===== src/rtl/adder_pkg.sv =====
// ---------------------------------------------------------------------------
// adder_pkg
// Shared definitions for the multi-word adder: the FSM state encoding and the
// default limb width / limb count used when the top is instantiated without
// overrides.
// ---------------------------------------------------------------------------
package adder_pkg;

  typedef enum logic [1:0] {
    S_IDLE = 2'd0,
    S_RUN  = 2'd1,
    S_DONE = 2'd2
  } state_t;

  localparam int DEF_N     = 32;
  localparam int DEF_WORDS = 4;

endpackage


===== src/rtl/limb_adder.sv =====
// ---------------------------------------------------------------------------
// limb_adder
// Combinational N-bit add-with-carry for one limb. The sum is formed N+1 bits
// wide so the carry out of the top bit is never lost.
// Ports:
//   a, b  : N-bit limb operands
//   cin   : carry in
//   sum   : N-bit limb result
//   cout  : carry out (bit N of the full sum)
// ---------------------------------------------------------------------------
module limb_adder #(
  parameter int N = 32
) (
  input  logic [N-1:0] a,
  input  logic [N-1:0] b,
  input  logic         cin,
  output logic [N-1:0] sum,
  output logic         cout
);

  logic [N:0] w_full;

  assign w_full = {1'b0, a} + {1'b0, b} + {{N{1'b0}}, cin};
  assign sum    = w_full[N-1:0];
  assign cout   = w_full[N];

endmodule


===== src/rtl/multi_word_adder.sv =====
// ---------------------------------------------------------------------------
// multi_word_adder
// Sequential N*WORDS-bit adder/subtractor that processes one N-bit limb per
// clock, least significant limb first. Subtraction is a + ~b + 1, with the +1
// supplied as the initial carry, so carry_out=1 means "no borrow".
// Ports:
//   clk, rst   : clock, synchronous active-high reset
//   start      : request, accepted only when idle
//   sub        : 0 = a+b, 1 = a-b (latched with start)
//   a, b       : operands (latched with start)
//   busy       : high while the operation is running or finishing
//   done       : one-cycle pulse when result/carry_out are valid
//   result     : sum/difference modulo 2^(N*WORDS)
//   carry_out  : final carry
//   overflow   : signed overflow of the full-width operation
//                (present only when OVERFLOW_FLAG_EN is defined)
// ---------------------------------------------------------------------------
module multi_word_adder
  import adder_pkg::*;
#(
  parameter int N     = DEF_N,
  parameter int WORDS = DEF_WORDS
) (
  input  logic             clk,
  input  logic             rst,
  input  logic             start,
  input  logic             sub,
  input  logic [N*WORDS-1:0] a,
  input  logic [N*WORDS-1:0] b,
  output logic             busy,
  output logic             done,
  output logic [N*WORDS-1:0] result,
`ifdef OVERFLOW_FLAG_EN
  output logic             overflow,
`endif
  output logic             carry_out
);

  localparam int W     = N * WORDS;
  localparam int IDX_W = (WORDS > 1) ? $clog2(WORDS) : 1;

  state_t             r_state;
  state_t             w_next;
  logic [W-1:0]       r_a;
  logic [W-1:0]       r_b;
  logic [W-1:0]       r_result;
  logic               r_sub;
  logic               r_carry;
  logic               r_carry_out;
  logic               r_done;
  logic [IDX_W-1:0]   r_idx;

  logic               w_last;
  logic [N-1:0]       w_a_limb;
  logic [N-1:0]       w_b_limb;
  logic [N-1:0]       w_sum;
  logic               w_cout;

  assign w_last   = (r_idx == IDX_W'(WORDS - 1));
  assign w_a_limb = r_a[r_idx*N +: N];
  assign w_b_limb = r_sub ? ~r_b[r_idx*N +: N] : r_b[r_idx*N +: N];

  limb_adder #(.N(N)) u_limb (
    .a    (w_a_limb),
    .b    (w_b_limb),
    .cin  (r_carry),
    .sum  (w_sum),
    .cout (w_cout)
  );

  always_ff @(posedge clk) begin
    if (rst) r_state <= S_IDLE;
    else     r_state <= w_next;
  end

  always_comb begin
    w_next = r_state;
    unique case (r_state)
      S_IDLE:  if (start)  w_next = S_RUN;
      S_RUN:   if (w_last) w_next = S_DONE;
      S_DONE:  w_next = S_IDLE;
      default: w_next = S_IDLE;
    endcase
  end

  // done is registered from the DONE state so it lands one cycle after the
  // final limb, giving a fixed WORDS+1 cycle start-to-done latency.
  always_ff @(posedge clk) begin
    if (rst) begin
      r_a         <= '0;
      r_b         <= '0;
      r_sub       <= 1'b0;
      r_carry     <= 1'b0;
      r_idx       <= '0;
      r_result    <= '0;
      r_carry_out <= 1'b0;
      r_done      <= 1'b0;
    end else begin
      r_done <= (r_state == S_DONE);
      unique case (r_state)
        S_IDLE: begin
          if (start) begin
            r_a     <= a;
            r_b     <= b;
            r_sub   <= sub;
            r_idx   <= '0;
            r_carry <= sub;
          end
        end
        S_RUN: begin
          r_result[r_idx*N +: N] <= w_sum;
          r_carry                <= w_cout;
          r_carry_out            <= w_cout;
          if (!w_last) r_idx <= r_idx + 1'b1;
        end
        default: ;
      endcase
    end
  end

`ifdef OVERFLOW_FLAG_EN
  logic r_overflow;

  // Signed overflow: both effective operands share a sign that the result
  // does not. Only the top limb carries the sign bits.
  always_ff @(posedge clk) begin
    if (rst) begin
      r_overflow <= 1'b0;
    end else if (r_state == S_RUN && w_last) begin
      r_overflow <= (w_a_limb[N-1] == w_b_limb[N-1]) &&
                    (w_sum[N-1] != w_a_limb[N-1]);
    end
  end

  assign overflow = r_overflow;
`endif

  assign busy      = (r_state != S_IDLE);
  assign done      = r_done;
  assign result    = r_result;
  assign carry_out = r_carry_out;

endmodule


===== config.mk =====
export PLATFORM = sky130hd
export DESIGN_NAME = multi_word_adder
export DESIGN_NICKNAME = d
export VERILOG_FILES = /design/src/rtl/adder_pkg.sv /design/src/rtl/limb_adder.sv /design/src/rtl/multi_word_adder.sv
export SDC_FILE = /design/constraint.sdc
export NUM_CORES = 1
export LEC_CHECK = 0
export ABC_AREA = 0
export CELL_PAD_IN_SITES_DETAIL_PLACEMENT = 1
export CELL_PAD_IN_SITES_GLOBAL_PLACEMENT = 2
export CORE_AREA = 8 8 260 262
export DETAILED_ROUTE_END_ITERATION = 8
export DIE_AREA = 0 0 268 270
export GPL_TIMING_DRIVEN = 0
export PLACE_DENSITY_LB_ADDON = 0.05
export SETUP_SLACK_MARGIN = 0.05
export SYNTH_ARGS = -nofsm -noshare
export SYNTH_HDL_FRONTEND = slang
export SYNTH_SLANG_ARGS = --single-unit

===== constraint.sdc =====
create_clock -name clk -period 3.9 [get_ports clk]
set_input_delay 0.78 -clock clk [delete_from_list [all_inputs] [get_ports clk]]
set_output_delay 0.78 -clock clk [all_outputs]
set_load 0.05 [all_outputs]

==> results of run 1 <==
-- tightest hold or removal path, cell delays in order (launching register included) --
cell	delay [ns]
sky130_fd_sc_hd__dfxtp_1	0.31
sky130_fd_sc_hd__nand2_1	0.05
sky130_fd_sc_hd__a21oi_1	0.05
-- synthesized netlist by cell type (5+ instances only) --
master / number / area (um^2)
sky130_fd_sc_hd__a21o_1: 5 / 37.5
sky130_fd_sc_hd__a21oi_1: 312 / 1560
sky130_fd_sc_hd__a22o_1: 68 / 596
sky130_fd_sc_hd__a22oi_1: 37 / 278
sky130_fd_sc_hd__a31oi_1: 7 / 43.8
sky130_fd_sc_hd__and3_1: 8 / 50.1
sky130_fd_sc_hd__buf_1: 16 / 60.1
sky130_fd_sc_hd__clkbuf_1: 121 / 454
sky130_fd_sc_hd__dfxtp_1: 392 / 7850
sky130_fd_sc_hd__ha_1: 37 / 463
sky130_fd_sc_hd__inv_1: 15 / 56.3
sky130_fd_sc_hd__mux4_2: 64 / 1440
sky130_fd_sc_hd__nand2_1: 572 / 2150
sky130_fd_sc_hd__nand3_1: 13 / 65.1
sky130_fd_sc_hd__nand4_1: 7 / 43.8
sky130_fd_sc_hd__nor2_1: 90 / 338
sky130_fd_sc_hd__nor2b_1: 6 / 37.5
sky130_fd_sc_hd__nor3_1: 13 / 65.1
sky130_fd_sc_hd__o211ai_1: 7 / 52.6
sky130_fd_sc_hd__o21a_1: 5 / 37.5
sky130_fd_sc_hd__o21ai_0: 33 / 165
sky130_fd_sc_hd__xnor2_1: 13 / 114
sky130_fd_sc_hd__xor2_1: 40 / 350
-- cells by family after synthesis --
logic type / Yosys count
simple gates: 744
compound gates: 499
flops: 392
buf+inv: 157
mux: 70
xor+xnor: 53
fa+ha+maj: 39
-- placed cells by master, fill, tap and decap left out, types with 35 or more instances in the layout --
cell	instances
sky130_fd_sc_hd__a21oi_1	303
sky130_fd_sc_hd__a22o_1	68
sky130_fd_sc_hd__a22oi_1	35
sky130_fd_sc_hd__clkbuf_1	114
sky130_fd_sc_hd__clkbuf_16	48
sky130_fd_sc_hd__clkdlybuf4s50_1	390
sky130_fd_sc_hd__dfxtp_1	390
sky130_fd_sc_hd__mux4_2	64
sky130_fd_sc_hd__nand2_1	572
sky130_fd_sc_hd__nor2_1	90
-- where the power goes --
group	internal [W]	leakage (nW)	switching, W
Sequential	0.00419	3.20	0.000108
Combinational	0.000828	5.14	0.00127
Clock	0.00274	0.793	0.00179
-- area by class of cell --
type,instances,area (um^2)
timing repair buffer,423,4200
tap,855,1070
sequential,392,7850
inverter,15,56.3
buffer,138,697
multi-input combinational,1405,8980
clock buffer,68,1400
clock inverter,18,203
antenna,1,2.50
fill,7319,39200
-- flip-flops by register name, indices dropped and copies added (netlist names) --
register	flops
r_sub	1
r_b	128
result	128
r_idx	2
r_carry	1
r_state	2
carry_out	1
done	1
r_a	128
-- stage by stage --
stage          std cells  power [W]  utilization, %  hold slack, ns  TNS (ns)
2_1_floorplan       1954    0.00537               -           0.433         0
3_3_place_gp        3199    0.00630            34.5           0.439   -110.89
3_5_place_dp        3199    0.00632            34.5           0.445   -116.25
4_1_cts             3299     0.0110            37.9           0.454   -0.0301
5_1_grt             3314     0.0114            38.4           0.468     -1.17
6_report            3315     0.0109            38.4           0.452         0
-- per-layer routing --
metal  track usage, %  wire length (um)  vias up
li1                 -                 -     7703
met1             24.7             32400     7831
met2             35.8             38100      368
met3             4.26              3960      136
met4             7.90              3010       14
met5                0                88        -
-- final timing paths --
kind | startpoint | endpoint | slack [ns]
worst max-delay path | r_idx[0] | result[124] | 0.01
worst min-delay path | r_a[105] | r_a[105] | 0.45
worst max register to register | r_idx[0] | result[124] | 0.01
worst min register to register | r_a[105] | r_a[105] | 0.45
-- timing repair --
action / in CTS / in global routing
endpoints found under the setup margin: 121 / 80
hold endpoints to repair: 0 / 0
buffers inserted: 16 / 17
pin swaps: 16 / 18
resized for setup: 103 / 40
==> implementation parameters, run 1 <==
Parameter                              Value

Setup path
  Number of cells on the critical path ... 17
  Kind of start point of the critical path ... flop
  Maximum fanout encountered on the critical timing path ... 7
  Count of cells along the worst register-to-register path ... 17
  Biggest cell delay along the critical path ... roughly 0.56 ns
  Required time of the worst setup path ... 4.35 ns
  Type of element capturing the critical path ... flop
  Slowest cell on the critical path ... sky130_fd_sc_hd__mux4_2
  Worst path cell trace ... clkbuf_16 > buf_12 > mux4_2 > xnor2_2 > fa_2 > inv_2 > fa_2 > a21oi_4 > o211ai_1 > buf_4 > nand4_1 > buf_4 > a31oi_4 > a21oi_4 > xnor2_2 > buf_6 > a22o_1
  Gate family responsible for the most delay along the worst path ... buffers and inverters
  Arrival @ worst endpoint ... 4.33 ns
  Critical path type ... reg2reg
  Critical path buffer and inverter count ... 6

Synth
  Mean area per synthesized cell ... ~8.7 um^2
  Number of warning messages in the yosys log ... 0
  Number of synthesized flops with an enable pin ... 0
  Post-Synth Adder-Cell Area ... under 10%
  Register area share after synthesis ... between 40% and 50%
  Post-synthesis mux area share ... under 10%
  Parity-gate share of the synthesized area counting xor and xnor cells ... under 10%
  Post-synthesis instance total ... between 1,500 and 2,000
  Count of cell types in the netlist ... between 50 and 60
  Simple-gate portion of the synthesized area ... approximately 18%
  FFs w/ async S/R, synth ... 0%
  Total of flip-flops plus latches after synthesis ... around 400
  Area fraction in compound gates after synthesis ... ~18%
  Top FF cell, synth ... sky130_fd_sc_hd__dfxtp_1
  Net count after synthesis ... 2,253
  Summed instance area of the synthesized netlist ... about 17,000 um^2
  Main combinational cell family by area after synthesis ... compound AO/OA/AOI/OAI gates

Power and ir drop
  Standby leakage power ... slightly above 9 nW
  Worst vdd ir ... approximately 0.27 mV
  Power per cell area ... between 400 and 500 nW/um^2

Job
  Maxcap violations ... 0

Clock tree
  Clock-pin transition on the worst setup and hold timing paths ... about 0.060 ns
  Later-pin clock latency in the skew report ... 0.57 ns
  Clock Root Buffer ... sky130_fd_sc_hd__clkbuf_16
  H-tree levels ... 2
  Quantity of hold-fixing buffers added after cts ... 0
  Cts bufs inserted ... between 40 and 50
  Clock tree from TritonCTS ... done
  TritonCTS sink count ... between 300 and 400
  Largest buffer count on any clock path ... 3

GRT
  Wire length of the first global-routing pass ... between 100,000 and 150,000 um
  Remaining global-route overflow ... 0
  Antenna violations before repair ... 9
  Via count of the first global-routing pass ... ~17,000
  Total routing resource utilization after global routing ... around a fifth
  Largest net degree at the start of global routing ... 14

Timing
  Unrepaired setup endpoints after global routing ... true
  Worst clock skew on the final layout ... around 0.017 ns
  Time the worst path needs with I/O delays and setup ... a little under 4 ns
  Final cycle utilization of the critical path ... around 100%
  Number of max-slew violations in the final report ... 0
  Slew at the pin closest to its max-slew limit ... approximately 1.1 ns
  Crit path setup slack, layout ... ~0.013 ns
  Count of endpoints failing hold in the final timing report ... 0
  Achievable Freq ... 0.257 GHz
  Worst slew slack as a fraction of its limit ... 24.5%
  Setup violations, final ... 0

Cells and area
  Area growth from synthesis to final layout ... 44.1%
  Final Instance Area ... around 24,000 um^2
  Ratio of cells with drive above 1 in the final layout ... a little under an eighth
  Net count of the finished layout ... between 2,000 and 3,000

Drt
  Residual DRC count ... 0
  Violation count after the first detailed-routing iteration ... approximately 720
  Via density ... 4.84
  Drt wl/cell ... ~23 um
  Detailed-route via count ... 16,052
  First-pass iteration count of the detailed router ... 5
  Post-Route WL ... slightly below 80,000 um
  Antenna-violating nets left ... 0

Floorplan
  Initial standard-cell utilization of the core ... about a quarter
  Width of the die ... ~270 um
  Die height ... 270 um
  Core region area ... roughly 64,000 um^2
  Number of cell rows ... 93
  Count of pins on the block boundary ... roughly 390
  Die area ... 72,400 um^2

Status
  Run status ... finished, final reports clean

Min path
  Type of the most critical hold path ... reg2reg
  Worst Hold Path Cells ... 2

Place
  Half-perimeter wire length after detailed placement ... approximately 63,000 um
  Post-place instance area ... about 22,000 um^2
  Count of buffers inserted at the top-level ports ... 390
  Final estimated routing congestion in global placement ... 0.821
  Pre-CTS setup slack ... -1.66 ns
Note: power is estimated with default switching activity, not from simulation.
==> inputs of run 2 (changes only) <==
- CTS_CLUSTER_DIAMETER: not set -> 120
==> results of run 2 <==
Same layout as run 1: the final DEF is identical, and so are final timing and power.
==> inputs of run 3 (changes only) <==
- CORE_AREA: 8 8 260 262 -> 2 2 254 256
- DIE_AREA: 0 0 268 270 -> 0 0 256 258
==> run 3 against run 2 <==
  * Global-route usage up 1.5 points
  * Clock-buffer cell count unchanged
  * Worst setup slack better by 0.055 ns
  * Sequential cell count unchanged
  * Worst hold slack better by 0.0014 ns
  * Maximum frequency up 1.4%
  * Power down 3.8%
  * Final cell count down 0.33%
  * Final area down 1.1%
  * Utilization down 0.41 points
==> implementation parameters, run 3 (synthesis results as in run 1) <==
Parameter                              Value

Setup path
  Slowest cell on the critical path ... sky130_fd_sc_hd__mux4_2
  Required time of the worst setup path ... 4.35 ns
  Gate family responsible for the most delay along the worst path ... compound AO/OA/AOI/OAI gates
  Maximum fanout encountered on the critical timing path ... 10
  Type of element capturing the critical path ... flop
  Worst path cell trace ... clkbuf_16 > buf_12 > buf_12 > mux4_2 > ha_4 > a2111o_1 > o211a_4 > a311o_2 > a32oi_2 > mux2i_2 > a221o_1
  Critical path type ... reg2reg
  Biggest cell delay along the critical path ... between 0.6 and 0.7 ns
  Crit path top cell by count ... sky130_fd_sc_hd__buf_12
  Arrival @ worst endpoint ... around 4.3 ns
  Kind of start point of the critical path ... flop
  Critical path buffer and inverter count ... 3

GRT
  Global-route met2 utilization ... between 30 and 40%
  Wire length of the first global-routing pass ... 109,000 um
  GR met1 Demand/Resource ... approximately 28%
  Via count of the first global-routing pass ... about 17,000
  Antenna violations before repair ... 0
  GRT met3 Usage ... between 3 and 4%
  Largest net degree at the start of global routing ... 12
  Routing layer with the top usage in global route ... met2
  Remaining global-route overflow ... 0
  Total routing resource utilization after global routing ... ~22%

Clock tree
  Later-pin clock latency in the skew report ... a little under 0.6 ns
  Clock tree from TritonCTS ... done
  Clock Root Buffer ... sky130_fd_sc_hd__clkbuf_16
  Largest buffer count on any clock path ... 3
  Quantity of hold-fixing buffers added after cts ... 0
  Clock-pin transition on the worst setup and hold timing paths ... 0.06 ns
  Cts bufs inserted ... 46
  TritonCTS sink count ... just under 400
  H-tree levels ... 2

Timing
  Worst slew slack as a fraction of its limit ... roughly a quarter
  Unrepaired setup endpoints after global routing ... true
  Setup violations, final ... 0
  Count of endpoints failing hold in the final timing report ... 0
  Final cycle utilization of the critical path ... roughly 100%
  Time the worst path needs with I/O delays and setup ... between 3 and 4 ns
  Setup TNS ... 0 ns
  Number of max-slew violations in the final report ... 0
  Hold slack final ... 0.453 ns
  Achievable Freq ... approximately 0.26 GHz
  Slew at the pin closest to its max-slew limit ... approximately 1.1 ns
  Worst clock skew on the final layout ... between 0.02 and 0.025 ns

Cells and area
  Most common library cell in the layout ignoring fill and taps ... sky130_fd_sc_hd__nand2_1
  Post-layout util ... a little under two fifths
  Net count of the finished layout ... approximately 2,700
  Area growth from synthesis to final layout ... 42.5%
  Ratio of cells with drive above 1 in the final layout ... a little over a tenth
  Filler Cell Count ... 7,397
  Most used cells in the layout excluding fill and tap cells ... 571 x sky130_fd_sc_hd__nand2_1, 390 x sky130_fd_sc_hd__dfxtp_1, 390 x sky130_fd_sc_hd__clkdlybuf4s50_1, 301 x sky130_fd_sc_hd__a21oi_1, 121 x sky130_fd_sc_hd__clkbuf_1
  Non-filler instance count after layout ... around 3,300
  Final Instance Area ... ~24,000 um^2
  Final antenna diode count ... 0

Power and ir drop
  P_int ... 0.00741 W
  Sw Ratio ... 29.6%
  Sequential Power Share ... between 40% and 50%
  Part of the total power dissipated in the clock network ... 39.3%
  Power per cell area ... around 440 nW/um^2
  Power share of the combinational group ... approximately a fifth
  Standby leakage power ... 8.97 nW
  Worst vdd ir ... between 0.2 and 0.3 mV
  Switching power summed over all nets ... 0.00312 W

Floorplan
  Die area ... 66,000 um^2
  Initial standard-cell utilization of the core ... between 20% and 30%
  Die height ... between 200 and 300 um
  Number of cell rows ... 93
  Width of the die ... 256 um
  Count of pins on the block boundary ... between 300 and 400
  Core region area ... ~64,000 um^2

Place
  Placed cells ... between 3,000 and 4,000
  Post-place instance area ... 22,000 um^2
  Final estimated routing congestion in global placement ... 0.836
  Half-perimeter wire length after detailed placement ... between 60,000 and 70,000 um
  Count of buffers inserted at the top-level ports ... slightly below 400

Drt
  First-pass iteration count of the detailed router ... 5
  Detailed-route via count ... roughly 16,000
  Via density ... 4.85
  Violation count after the first detailed-routing iteration ... ~740
  Post-Route WL ... between 70,000 and 80,000 um
  Drt wl/cell ... approximately 23 um
  Residual DRC count ... 0
  Antenna-violating nets left ... 0

Min path
  Type of the most critical hold path ... reg2reg

Job
  Maxcap violations ... 0

Status
  Run status ... finished, final reports clean
run 3: changes by cell type in the layout (fill, tap and decap cells not counted), moves of 3 or more:
| cell | previous run | this run |
|---|---|---|
| sky130_fd_sc_hd__xnor2_2 | 9 | 6 |
| sky130_fd_sc_hd__ha_1 | 29 | 23 |
| sky130_fd_sc_hd__a21oi_2 | 5 | 8 |
| sky130_fd_sc_hd__ha_4 | 2 | 6 |
| sky130_fd_sc_hd__bufinv_16 | 4 | 1 |
| sky130_fd_sc_hd__clkbuf_8 | 20 | 13 |
| sky130_fd_sc_hd__buf_12 | 5 | 2 |
| sky130_fd_sc_hd__xnor2_1 | 3 | 6 |
| sky130_fd_sc_hd__clkbuf_1 | 114 | 121 |
run 3: final timing paths:
kind         startpoint    endpoint  slack, ns  cells past startpoint
max reg2reg    r_idx[0]  result[29]       0.07                     11
min             r_a[94]     r_a[94]       0.45                      2
min reg2reg     r_a[94]     r_a[94]       0.45                      2
max            r_idx[0]  result[29]       0.07                     11
run 3: worst reg2reg max path, cell delays in order (launching register included):
cell and delay, ns:
sky130_fd_sc_hd__dfxtp_4 0.38, sky130_fd_sc_hd__clkbuf_16 0.18, sky130_fd_sc_hd__buf_12 0.14, sky130_fd_sc_hd__buf_12 0.16, sky130_fd_sc_hd__mux4_2 0.66, sky130_fd_sc_hd__ha_4 0.28
sky130_fd_sc_hd__a2111o_1 0.41, sky130_fd_sc_hd__o211a_4 0.29, sky130_fd_sc_hd__a311o_2 0.48, sky130_fd_sc_hd__a32oi_2 0.26, sky130_fd_sc_hd__mux2i_2 0.13, sky130_fd_sc_hd__a221o_1 0.34
run 3: area by class of cell:
type / count / area, um^2 / share of cell area [%]
Timing Repair Buffer: 420 / 4130 / 17.1
Clock inverter: 11 / 83.8 / 0.347
Inverter: 15 / 56.3 / 0.233
Multi-Input combinational cell: 1405 / 8970 / 37.1
Buffer: 138 / 701 / 2.90
Tap cell: 855 / 1070 / 4.42
Sequential cell: 392 / 7850 / 32.5
Clock buffer: 68 / 1330 / 5.48
run 3: repair_timing:
action,CTS,global route
pin swaps,10,31
setup endpoints to repair,122,83
buffers inserted,12,19
gates resized for setup,93,50
run 3: stage by stage:
stage               setup slack [ns]  total power (W)
finish                        0.0684           0.0105
global route                 -0.0545           0.0110
CTS                           0.0499           0.0106
detailed placement             -1.56          0.00632
global placement               -1.56          0.00630
floorplan                     0.0953          0.00537
run 3: power by group through the flow:
stage | Combinational, W | Sequential (W) | Clock (W)
finish | 0.00209 | 0.00430 | 0.00414
detailed placement | 0.00194 | 0.00439 | 0
global placement | 0.00192 | 0.00438 | 0
CTS | 0.00203 | 0.00430 | 0.00425
global route | 0.00225 | 0.00432 | 0.00439
floorplan | 0.000945 | 0.00442 | 0
run 3: routing by layer:
metal	vias up	wire length (um)	part of all wire [%]
li1	7693	-	-
met1	7907	33000	44
met2	337	37000	49
met3	88	2700	3.6
met4	0	2540	3.4
met5	-	0	0
